`config.mk`:
```
export PLATFORM = sky130hd
export DESIGN_NAME = pcnt_usadd
export DESIGN_NICKNAME = d
export VERILOG_FILES = /design/src/rtl/pcnt_pkg.sv /design/src/rtl/pcnt_tree.sv /design/src/rtl/pcnt_usadd.sv
export SDC_FILE = /design/constraint.sdc
export NUM_CORES = 1
export LEC_CHECK = 0
export CORE_UTILIZATION = 48
export CTS_BUF_LIST = sky130_fd_sc_hd__clkbuf_4 sky130_fd_sc_hd__clkbuf_8 sky130_fd_sc_hd__clkbuf_16
export CTS_CLUSTER_DIAMETER = 150
export CTS_CLUSTER_SIZE = 30
export DETAILED_ROUTE_END_ITERATION = 10
export HOLD_SLACK_MARGIN = 0.02
export PLACE_DENSITY = 0.79
export SLEW_MARGIN = 15
export SYNTH_ARGS = -nofsm -noshare
export SYNTH_HDL_FRONTEND = slang
export SYNTH_SLANG_ARGS = --single-unit
```
`constraint.sdc`:
```
create_clock -name clk -period 2.3 [get_ports clk]
set_input_delay 0.23 -clock clk [delete_from_list [all_inputs] [get_ports clk]]
set_output_delay 0.23 -clock clk [all_outputs]
set_load 0.1 [all_outputs]
```
`src/rtl/pcnt_pkg.sv`:
```
// Shared width math and accumulator start value for the unary scaled adder.
// PCNT_USADD_BIAS_EN selects a half-scale start value (round-to-nearest) instead of zero (truncate).
package pcnt_pkg;

`ifdef PCNT_USADD_BIAS_EN
    localparam bit BIAS_EN = 1'b1;
`else
    localparam bit BIAS_EN = 1'b0;
`endif

    function automatic int pcnt_clog2(input int n);
        int w;
        w = 0;
        for (int i = 0; i < 31; i++) begin
            if ((1 << i) < n) begin
                w = i + 1;
            end
        end
        return w;
    endfunction

    function automatic int pcnt_acc_init(input int num_in);
        return BIAS_EN ? (num_in / 2) : 0;
    endfunction

endpackage

```
`src/rtl/pcnt_tree.sv`:
```
// Combinational popcount of N bits as a recursive full-adder tree.
// Zero latency, no flow control.
module pcnt_tree
    import pcnt_pkg::*;
#(
    parameter  int N = 15,
    localparam int W = pcnt_clog2(N + 1)
) (
    input  logic [N-1:0] bits_i,
    output logic [W-1:0] cnt_o
);

    if (N == 2) begin : g_ha
        assign cnt_o = {bits_i[0] & bits_i[1], bits_i[0] ^ bits_i[1]};
    end else if (N == 3) begin : g_fa
        assign cnt_o = {(bits_i[0] & bits_i[1]) | (bits_i[2] & (bits_i[0] ^ bits_i[1])),
                        ^bits_i};
    end else begin : g_split
        localparam int NL = N / 2;
        localparam int NR = N - NL;
        localparam int WL = pcnt_clog2(NL + 1);
        localparam int WR = pcnt_clog2(NR + 1);

        logic [WL-1:0] cnt_l;
        logic [WR-1:0] cnt_r;
        logic [W-1:0]  op_a;
        logic [W-1:0]  op_b;
        logic          carry;

        pcnt_tree #(.N(NL)) u_lo (.bits_i(bits_i[NL-1:0]), .cnt_o(cnt_l));
        pcnt_tree #(.N(NR)) u_hi (.bits_i(bits_i[N-1:NL]), .cnt_o(cnt_r));

        // Ripple of full adders; the halves sum to N, so the top carry is always zero.
        always_comb begin
            op_a  = W'(cnt_l);
            op_b  = W'(cnt_r);
            carry = 1'b0;
            cnt_o = '0;
            for (int i = 0; i < W; i++) begin
                cnt_o[i] = op_a[i] ^ op_b[i] ^ carry;
                carry    = (op_a[i] & op_b[i]) | (carry & (op_a[i] ^ op_b[i]));
            end
        end
    end

endmodule

```
`src/rtl/pcnt_usadd.sv`:
```
// Unary-stream scaled adder: popcount stage then modulo-NUM_IN accumulator emitting sum/NUM_IN bits.
// Two-cycle latency, full throughput, no backpressure; PCNT_USADD_BIAS_EN sets a half-scale start residue.
module pcnt_usadd
    import pcnt_pkg::*;
#(
    parameter  int NUM_IN = 15,
    localparam int CNTW   = pcnt_clog2(NUM_IN + 1)
) (
    input  logic              clk,
    input  logic              rst_n,
    input  logic              in_valid,
    input  logic [NUM_IN-1:0] in_bits,
    input  logic              clear,
    output logic              out_valid,
    output logic              out_bit,
    output logic [CNTW-1:0]   cnt,
    output logic [CNTW-1:0]   acc
);

    localparam logic [CNTW-1:0] ACC_INIT = CNTW'(pcnt_acc_init(NUM_IN));
    localparam logic [CNTW:0]   MODULUS  = (CNTW + 1)'(NUM_IN);

    logic [CNTW-1:0] tree_cnt;
    logic [CNTW:0]   sum;

    logic            s1_vld_q,  s1_vld_d;
    logic [CNTW-1:0] cnt_q,     cnt_d;
    logic            out_vld_q, out_vld_d;
    logic            out_bit_q, out_bit_d;
    logic [CNTW-1:0] acc_q,     acc_d;

    pcnt_tree #(.N(NUM_IN)) u_tree (
        .bits_i (in_bits),
        .cnt_o  (tree_cnt)
    );

    always_comb begin
        s1_vld_d  = 1'b0;
        cnt_d     = cnt_q;
        out_vld_d = 1'b0;
        out_bit_d = out_bit_q;
        acc_d     = acc_q;
        sum       = {1'b0, acc_q} + {1'b0, cnt_q};

        // Clear flushes both stages and drops any input sampled alongside it.
        if (clear) begin
            cnt_d     = '0;
            out_bit_d = 1'b0;
            acc_d     = ACC_INIT;
        end else begin
            if (in_valid) begin
                s1_vld_d = 1'b1;
                cnt_d    = tree_cnt;
            end
            if (s1_vld_q) begin
                out_vld_d = 1'b1;
                if (sum >= MODULUS) begin
                    out_bit_d = 1'b1;
                    acc_d     = CNTW'(sum - MODULUS);
                end else begin
                    out_bit_d = 1'b0;
                    acc_d     = sum[CNTW-1:0];
                end
            end
        end
    end

    always_ff @(posedge clk or negedge rst_n) begin
        if (!rst_n) begin
            s1_vld_q  <= 1'b0;
            cnt_q     <= '0;
            out_vld_q <= 1'b0;
            out_bit_q <= 1'b0;
            acc_q     <= ACC_INIT;
        end else begin
            s1_vld_q  <= s1_vld_d;
            cnt_q     <= cnt_d;
            out_vld_q <= out_vld_d;
            out_bit_q <= out_bit_d;
            acc_q     <= acc_d;
        end
    end

    assign out_valid = out_vld_q;
    assign out_bit   = out_bit_q;
    assign cnt       = cnt_q;
    assign acc       = acc_q;

endmodule

```
==> results.yml, run 1 <==
clock_tree:
  cts_tree: "done"
  clockBufferDepth: 2
  clk_pin_slew_ps: 80
  h-tree-depth: 1
  clk_latency_ps: 280
  post_cts_buffers: 0
  cts-hold-fix-buffers: 0
  cts.sinks: 11
  clk_root_buffer_cell: "clkbuf_4"
  cts_buffers: 3
setup_path:
  crit_path_cell_trace: "buf_2 > ha_4 > ha_4 > fa_2 > fa_1 > inv_2 > fa_2 > fa_1 > inv_1 > mux2i_1 > nor2_1"
  worstSetupPathType: "in2reg"
  critical-path-top-delay-family: "adder cells"
  critPathLaunchType: "input port"
  end_kind: "register"
  max_stage_delay_ps: 530
  crit_path_max_fanout: 1
  ff2ff_path_depth: 9
  reg2reg_slack_ps: 100
  r2r-start: "acc[0]$_DFFE_PN0P_"
  crit_buf_inv: 3
  cp.arrival_ps: 2880
  reg2reg_to: "acc[1]$_DFFE_PN0P_"
  slowest_stage: "fa_1"
  worst_ep_required_time_ps: 2450
floorplan:
  dieArea_um2: 2446
  fp.dieW_um: 49.46
  io_pins: 29
  die_h_um: 49.46
  placementRows: 16
  start_util_pct: 52.94
  coreArea_um2: 2042
routing:
  wl_per_cell_um: 14.91
  drt_iter0_drc: 1
  viasPerCell: 5.292
  ant_nets: 0
  drtPass1Iterations: 2
  dr_total_vias: 852
  wirelength_um: 2400
  drc: 0
synthesis:
  ys_top_cells_by_area: "dfrtp_1 25%, ha_1 20%, fa_1 19%"
  netlist.area_leader.share_pct: 25.46
  synth_most_common_cell: "inv_1"
  yosys_most_used_dff: "dfrtp_1"
  yosys.cell_types.count: 29
  synth_edf_count: 0
  avgSynthCellArea_um2: 10.30
  synth-async-reset-ratio_pct: 100.0
  synth_seq_cells: 11
  synth_common_cells: "19 x inv_1, 17 x ha_1, 12 x nor2_1"
  netlist_area_um2: 1081
  yosysSeqAreaShare_pct: 25.46
  synth_nets: 151
  synth_top_area_cell: "dfrtp_1"
  synth_cells: 105
  yosysWarnings: 0
power_and_ir_drop:
  peakVddDrop_mv: 0.5277
  p_leak_nw: 0.6817
  power_density_nw_per_um2: 855.1
  total_power_mw: 1.300
sta:
  maxSlewHeadroom_pct: 65.30
  fmaxAchievable_mhz: 366.3
  final.setup.tns_ps: -898.4
  setup_slack_ps: -430.1
  drv_slew: 0
  finalSetupViolations: 3
  final_hold_viol_count: 0
  worst_pin_slew_ps: 518.9
  clock_skew_ps: 7.039
  hold_ws_ps: 286.7
  rsz0062_at_grt: "true"
  min_period_ps: 2730
  finalCritPeriodShare_pct: 118.7
outcome:
  status: "complete, but fails checks"
  violations: "setup timing"
cells_and_area:
  n_antenna_cell: 0
  nets: 181
  register_area_um2: 290.3
  multi_input_area_um2: 870.8
  area_growth_pct: 40.63
  stdcell_count: 161
  design_area_um2: 1520
  drive_gt1_share_pct: 41.04
  fin_util_pct: 74.45
  fill_cells: 153
place:
  dp_cells: 157
  portBuffers: 28
  place_area_um2: 1504
  gp_congestion: 0.8694
  dp_slack_ps: -1131
  dpl.hpwl_um: 1938
global_route:
  track_usage_pct: 23.00
  antenna_found_initial: 0
  grt_pass1_vias: 959
  grt_pass1_wl_um: 4140
  grt_max_degree: 12
  grt-ovfl-total: 0
run:
  cap_viol_max_count: 0
worst_hold_path:
  min_path_type: "in2async"
-- metal layers --
| layer | GRT usage (%) | share of wire [%] | wire [um] | vias to the layer above |
|---|---|---|---|---|
| li1 | - | - | - | 403 |
| met1 | 25.20 | 41 | 989 | 426 |
| met2 | 44.52 | 55 | 1319 | 19 |
| met3 | 2.778 | 2.0 | 48 | 4 |
| met4 | 8.571 | 1.7 | 41 | 0 |
| met5 | 0 | 0 | 0 | - |
-- how the worst max path moves through the flow --
stage                     start            endpoint  slack, ps  cells past startpoint
floorplan           in_bits[14]  cnt[2]$_DFFE_PN0P_       -520                     10
global placement    in_bits[13]  cnt[2]$_DFFE_PN0P_      -1020                     11
detailed placement  in_bits[13]  cnt[2]$_DFFE_PN0P_      -1130                     11
CTS                  in_bits[8]  cnt[2]$_DFFE_PN0P_       -390                     11
global route         in_bits[5]  cnt[2]$_DFFE_PN0P_       -500                     11
finish               in_bits[5]  cnt[2]$_DFFE_PN0P_       -430                     11
-- placed cells by master, fill, tap and decap left out, drive strengths merged --
cell type | netlist | routed
a211o | 1 | 1
a211oi | 3 | 3
a21boi | 1 | 1
a21oi | 1 | 1
a22o | 1 | 1
a31oi | 1 | 1
buf | 0 | 22
clkbuf | 3 | 4
clkdlybuf4s15 | 0 | 1
clkdlybuf4s50 | 0 | 3
dfrtp | 11 | 11
dlygate4sd2 | 0 | 2
fa | 10 | 10
ha | 17 | 17
inv | 19 | 19
mux2 | 1 | 1
mux2i | 4 | 4
nand2 | 3 | 3
nand2b | 1 | 1
nor2 | 12 | 12
nor2b | 3 | 3
nor3 | 1 | 1
o21ai | 3 | 3
o21ba | 1 | 1
o21bai | 1 | 1
o221ai | 1 | 1
o2bb2ai | 1 | 1
o31ai | 1 | 1
xnor2 | 3 | 3
xor2 | 1 | 1
-- kinds of logic after synthesis --
group / synth area share [%]
DFF: 25.46
xor gates and xnor gates: 3.936
AOI/OAI and AO/OA: 12.04
buffers and inverters: 7.639
adders and majority gates: 38.19
muxes: 4.745
and+or+nand+nor: 7.986
-- worst reg2reg max path, stage by stage (launching register included) --
cell and delay [ps]:
dfrtp_4 450, ha_4 150, inv_1 40, fa_1 540, inv_1 70, ha_1 220, o221ai_2 140, o21ai_2 110
a211o_1 290, a21oi_1 120
-- timing repair --
action | in CTS | in global routing
resized for setup | 60 | 4
pin swaps | 18 | 3
endpoints found under the setup margin | 3 | 5
-- flip-flops by register name, summed over array words and instances (netlist names) --
| signal | cells |
|---|---|
| acc | 4 |
| cnt | 4 |
| out_bit | 1 |
| out_valid | 1 |
| s1_vld_q | 1 |
-- report_power, final --
part | leakage, nW | switching (mW) | internal, mW | total, mW
Combinational | 0.523 | 0.539 | 0.335 | 0.874
Clock | 0.0184 | 0.0727 | 0.0791 | 0.152
Sequential | 0.140 | 0.0385 | 0.236 | 0.274
-- area by class of cell --
cell class	instances	area share [%]
sequential	11	19.09
multi-input combinational	72	57.28
clock buffer	4	1.975
timing repair buffer	28	14.73
tap	27	2.222
inverter	19	4.691
(Power assumes the default switching activity.)
==> inputs of run 2 (changes only) <==
--- a/config.mk
+++ b/config.mk
@@ -5,13 +5,13 @@
 export SDC_FILE = /design/constraint.sdc
 export NUM_CORES = 1
 export LEC_CHECK = 0
-export CORE_UTILIZATION = 48
+export CORE_UTILIZATION = 52
 export CTS_BUF_LIST = sky130_fd_sc_hd__clkbuf_4 sky130_fd_sc_hd__clkbuf_8 sky130_fd_sc_hd__clkbuf_16
 export CTS_CLUSTER_DIAMETER = 150
 export CTS_CLUSTER_SIZE = 30
 export DETAILED_ROUTE_END_ITERATION = 10
 export HOLD_SLACK_MARGIN = 0.02
-export PLACE_DENSITY = 0.79
+export PLACE_DENSITY = 0.85
 export SLEW_MARGIN = 15
 export SYNTH_ARGS = -nofsm -noshare
 export SYNTH_HDL_FRONTEND = slang
==> constraint.sdc (replaced) <==
create_clock -name clk -period 3.3 [get_ports clk]
set_input_delay 0.33 -clock clk [delete_from_list [all_inputs] [get_ports clk]]
set_output_delay 0.33 -clock clk [all_outputs]
set_load 0.1 [all_outputs]
==> results.yml, run 2 (synthesis gave the netlist of run 1 again) <==
sta:
  clock_skew_ps: 4.126
  min_period_ps: 3201
  worst_pin_slew_ps: 978.6
  drv_slew: 0
  rsz0062_at_grt: "false"
  finalCritPeriodShare_pct: 97.01
  hold_ws_ps: 375.9
  final_hold_viol_count: 0
  maxSlewHeadroom_pct: 34.56
  setup_slack_ps: 98.78
  fmaxAchievable_mhz: 312.4
  finalSetupViolations: 0
setup_path:
  critical-path-top-delay-family: "adder cells"
  cp.arrival_ps: 3350
  crit_path_max_fanout: 1
  crit_path_cell_trace: "clkdlybuf4s50_1 > ha_4 > ha_2 > fa_1 > inv_1 > fa_2 > fa_1 > fa_2 > inv_1 > mux2i_1 > nor2_1"
  reg2reg_slack_ps: 1060
  critPathLaunchType: "input port"
  ff2ff_path_depth: 9
  worst_ep_required_time_ps: 3450
  r2r-start: "cnt[0]$_DFFE_PN0P_"
  max_stage_delay_ps: 540
  end_kind: "register"
  crit_buf_inv: 3
  reg2reg_to: "acc[1]$_DFFE_PN0P_"
  worstSetupPathType: "in2reg"
  slowest_stage: "fa_2"
clock_tree:
  clk_root_buffer_cell: "clkbuf_4"
  cts_tree: "done"
  post_cts_buffers: 0
  clk_pin_slew_ps: 70
  h-tree-depth: 1
  clk_latency_ps: 280
  clockBufferDepth: 2
  cts_buffers: 3
  cts-hold-fix-buffers: 0
  cts.sinks: 11
place:
  dp_slack_ps: -341.5
  dpl.hpwl_um: 1718
  gp_congestion: 0.8385
  dp_cells: 157
  portBuffers: 28
floorplan:
  die_h_um: 47.60
  start_util_pct: 55.10
  placementRows: 16
  fp.dieW_um: 47.60
  io_pins: 29
  dieArea_um2: 2265
  coreArea_um2: 1962
global_route:
  grt_max_degree: 12
  antenna_found_initial: 0
  grt_pass1_wl_um: 3208
  grt_pass1_vias: 799
  grt-ovfl-total: 0
  track_usage_pct: 21.10
cells_and_area:
  fin_util_pct: 73.47
  drive_gt1_share_pct: 11.94
  final_common_cell: "clkdlybuf4s50_1"
  layout_common_cells: "27 x clkdlybuf4s50_1, 19 x inv_1, 14 x ha_1"
  nets: 181
  fill_cells: 169
  area_growth_pct: 33.33
  stdcell_count: 161
  n_antenna_cell: 0
outcome:
  status: "finished, final reports clean"
run:
  cap_viol_max_count: 0
power_and_ir_drop:
  peakVddDrop_mv: 0.3752
  p_leak_nw: 0.6636
  total_power_mw: 0.8473
  power_density_nw_per_um2: 587.8
routing:
  viasPerCell: 5.112
  ant_nets: 0
  drc: 0
  wirelength_um: 2017
  wl_per_cell_um: 12.53
  dr_total_vias: 823
  drtPass1Iterations: 4
  drt_iter0_drc: 9
worst_hold_path:
  min_path_type: "in2async"
run 2: cell count changes in the layout (fill, tap and decap cells not counted), moves of 2 or more:
| cell | previous run | this run |
|---|---|---|
| buf_2 | 7 | 0 |
| buf_4 | 10 | 0 |
| buf_6 | 5 | 0 |
| clkdlybuf4s50_1 | 3 | 27 |
| dfrtp_1 | 7 | 11 |
| dfrtp_4 | 4 | 0 |
| dlygate4sd2_1 | 2 | 0 |
| ha_1 | 6 | 14 |
| ha_4 | 10 | 1 |
| inv_1 | 16 | 19 |
| inv_2 | 3 | 0 |
run 2: cell type report:
cell class              count  area [um2]  share of cell area, %
well taps                  27       33.78                  2.344
repair buffers             28       282.8                  19.62
multi-input cells          72       748.2                  51.91
flip-flops and latches     11       275.3                  19.10
clock buffers               4       30.03                  2.083
inverters                  19       71.32                  4.948
run 2: power breakdown:
part	switching, mW	internal [mW]
combinational	0.352	0.213
clock	0.0473	0.0551
sequential	0.0225	0.158
run 2: worst max path at each step:
stage / startpoint / endpoint / slack (ps) / cells after the start
global route: in_bits[8] / cnt[2]$_DFFE_PN0P_ / 10 / 11
global placement: in_bits[3] / cnt[2]$_DFFE_PN0P_ / -210 / 11
detailed placement: in_bits[3] / cnt[3]$_DFFE_PN0P_ / -340 / 10
CTS: in_bits[8] / cnt[2]$_DFFE_PN0P_ / 4 / 11
floorplan: in_bits[3] / cnt[2]$_DFFE_PN0P_ / 260 / 10
finish: in_bits[8] / cnt[2]$_DFFE_PN0P_ / 100 / 11
run 2: worst reg2reg max path: stages, from the launching register on:
cell and delay [ps]:
dfrtp_1 390, ha_1 210, inv_1 60, fa_1 530, inv_1 60, ha_1 210, o221ai_1 180, o21ai_2 120
a211o_1 290, a21oi_1 120
run 2: per-stage QoR:
step | setup TNS (ps) | instance area [um2]
2_1_floorplan | 0 | 1081
3_3_place_gp | -414.7 | 1384
3_5_place_dp | -642.8 | 1384
4_1_cts | 0 | 1424
5_1_grt | 0 | 1441
6_report | 0 | 1441
run 2: layer usage:
layer | track usage, % | wire [um]
met2 | 40.27 | 1103
met3 | 2.264 | 69
met5 | 0 | 0
met4 | 12.78 | 68
met1 | 21.90 | 775
run 2: timing repair:
item | in CTS | in global routing
pin swaps | 4 | 6
endpoints found under the setup margin | 2 | 2
resized for setup | 4 | 3
==> inputs of run 3 (changes only) <==
--- a/config.mk
+++ b/config.mk
@@ -12,6 +12,7 @@
 export DETAILED_ROUTE_END_ITERATION = 10
 export HOLD_SLACK_MARGIN = 0.02
 export PLACE_DENSITY = 0.85
+export RECOVER_POWER = 50
 export SLEW_MARGIN = 15
 export SYNTH_ARGS = -nofsm -noshare
 export SYNTH_HDL_FRONTEND = slang
==> results.yml, run 3 (synthesis gave the netlist of run 1 again) <==
power_and_ir_drop:
  power_frac_seq_pct: 21.3
  clkPwrFrac_pct: 12.1
  p_int_mw: 0.4245
  p_sw_share_pct: 49.86
  power_density_nw_per_um2: 587.4
  total_power_mw: 0.8467
  p_comb_share_pct: 66.6
  peakVddDrop_mv: 0.3752
  power.switching_mw: 0.4222
  p_leak_nw: 0.6704
floorplan:
  start_util_pct: 55.10
  io_pins: 29
  die_h_um: 47.60
  fp.dieW_um: 47.60
  coreArea_um2: 1962
  dieArea_um2: 2265
  placementRows: 16
setup_path:
  max_stage_delay_ps: 540
  worst_ep_required_time_ps: 3450
  crit_path_cell_trace: "clkdlybuf4s50_1 > ha_4 > ha_2 > fa_1 > inv_1 > fa_2 > fa_1 > fa_2 > inv_1 > mux2i_1 > nor2_1"
  end_kind: "register"
  critPathLaunchType: "input port"
  cp.arrival_ps: 3350
  crit_path_max_fanout: 1
  worstSetupPathType: "in2reg"
  slowest_stage: "fa_2"
  crit_buf_inv: 3
  critical-path-top-delay-family: "adder cells"
clock_tree:
  cts-hold-fix-buffers: 0
  post_cts_buffers: 0
  clk_root_buffer_cell: "clkbuf_4"
  clk_pin_slew_ps: 70
  cts_buffers: 3
  clk_latency_ps: 280
  cts.sinks: 11
  h-tree-depth: 1
  clockBufferDepth: 2
  cts_tree: "done"
global_route:
  grt_pass1_wl_um: 3208
  antenna_found_initial: 0
  grt_pass1_vias: 799
  track_usage_pct: 21.10
  grt_max_degree: 12
  grt-ovfl-total: 0
sta:
  finalCritPeriodShare_pct: 97.01
  clock_skew_ps: 3.787
  hold_ws_ps: 445.8
  finalSetupViolations: 0
  fmaxAchievable_mhz: 312.4
  maxSlewHeadroom_pct: 33.98
  drv_slew: 0
  setup_slack_ps: 98.64
  worst_pin_slew_ps: 987.1
  min_period_ps: 3201
  rsz0062_at_grt: "false"
  final_hold_viol_count: 0
cells_and_area:
  nets: 181
  layout_common_cells: "23 x clkdlybuf4s50_1, 19 x inv_1, 14 x ha_1"
  area_growth_pct: 33.33
  fill_cells: 169
  n_antenna_cell: 0
  final_common_cell: "clkdlybuf4s50_1"
  design_area_um2: 1441
  drive_gt1_share_pct: 11.94
place:
  dp_slack_ps: -341.5
  portBuffers: 28
  place_area_um2: 1384
  dpl.hpwl_um: 1718
  gp_congestion: 0.8385
routing:
  drtPass1Iterations: 4
  wl_per_cell_um: 12.52
  drt_iter0_drc: 9
  viasPerCell: 5.112
  ant_nets: 0
  dr_total_vias: 823
  wirelength_um: 2016
  drc: 0
worst_hold_path:
  min_path_type: "in2async"
outcome:
  status: "finished, final reports clean"
run:
  cap_viol_max_count: 0
run 3: cell count changes in the layout (fill, tap and decap cells not counted), sizes merged:
cell,change
clkdlybuf4s50,-4
dlygate4sd3,+4
run 3: repair_timing:
action	CTS	global route
gates resized for setup	4	3
setup endpoints to repair	2	2
pin swaps	4	6
run 3: final timing paths:
kind / from / end / slack [ps] / cells after the start
worst max-delay path: in_bits[8] / cnt[2]$_DFFE_PN0P_ / 100 / 11
worst min-delay path: rst_n / cnt[1]$_DFFE_PN0P_ / 450 / 1
worst max register to register: cnt[0]$_DFFE_PN0P_ / acc[1]$_DFFE_PN0P_ / 1060 / 9
worst min register to register: out_bit$_DFFE_PN0P_ / out_bit$_DFFE_PN0P_ / 520 / 2
max in group asynchronous: rst_n / cnt[0]$_DFFE_PN0P_ / 2530 / 1
min in group clk: out_bit$_DFFE_PN0P_ / out_bit$_DFFE_PN0P_ / 520 / 2
run 3: routing by layer:
layer,share of wire [%],global-route usage (%),wire [um],vias up
met4,3.4,12.78,68,0
met3,3.4,2.264,69,7
met1,38,21.90,774,390
met5,0,0,0,-
met2,55,40.27,1102,24
li1,-,-,-,402
run 3: metrics by stage:
stage               setup TNS [ps]  util [%]  instances
CTS                              0     72.58        161
floorplan                        0         -        105
finish                           0     73.47        161
global route                     0     73.47        161
detailed placement          -642.8     70.54        157
global placement            -414.7     70.54        157
run 3: power groups by stage:
stage | clock network [mW] | logic (mW) | registers (mW)
global route | 0.114 | 0.618 | 0.184
global placement | 0 | 0.537 | 0.181
finish | 0.103 | 0.564 | 0.180
detailed placement | 0 | 0.556 | 0.182
CTS | 0.105 | 0.570 | 0.180
floorplan | 0 | 0.271 | 0.337
run 3: final cells by class:
class	count	area [um2]	area share, %
Sequential cell	11	275.3	19.10
Inverter	19	71.32	4.948
Multi-Input combinational cell	72	748.2	51.91
Tap cell	27	33.78	2.344
Clock buffer	4	30.03	2.083
Timing Repair Buffer	28	282.8	19.62
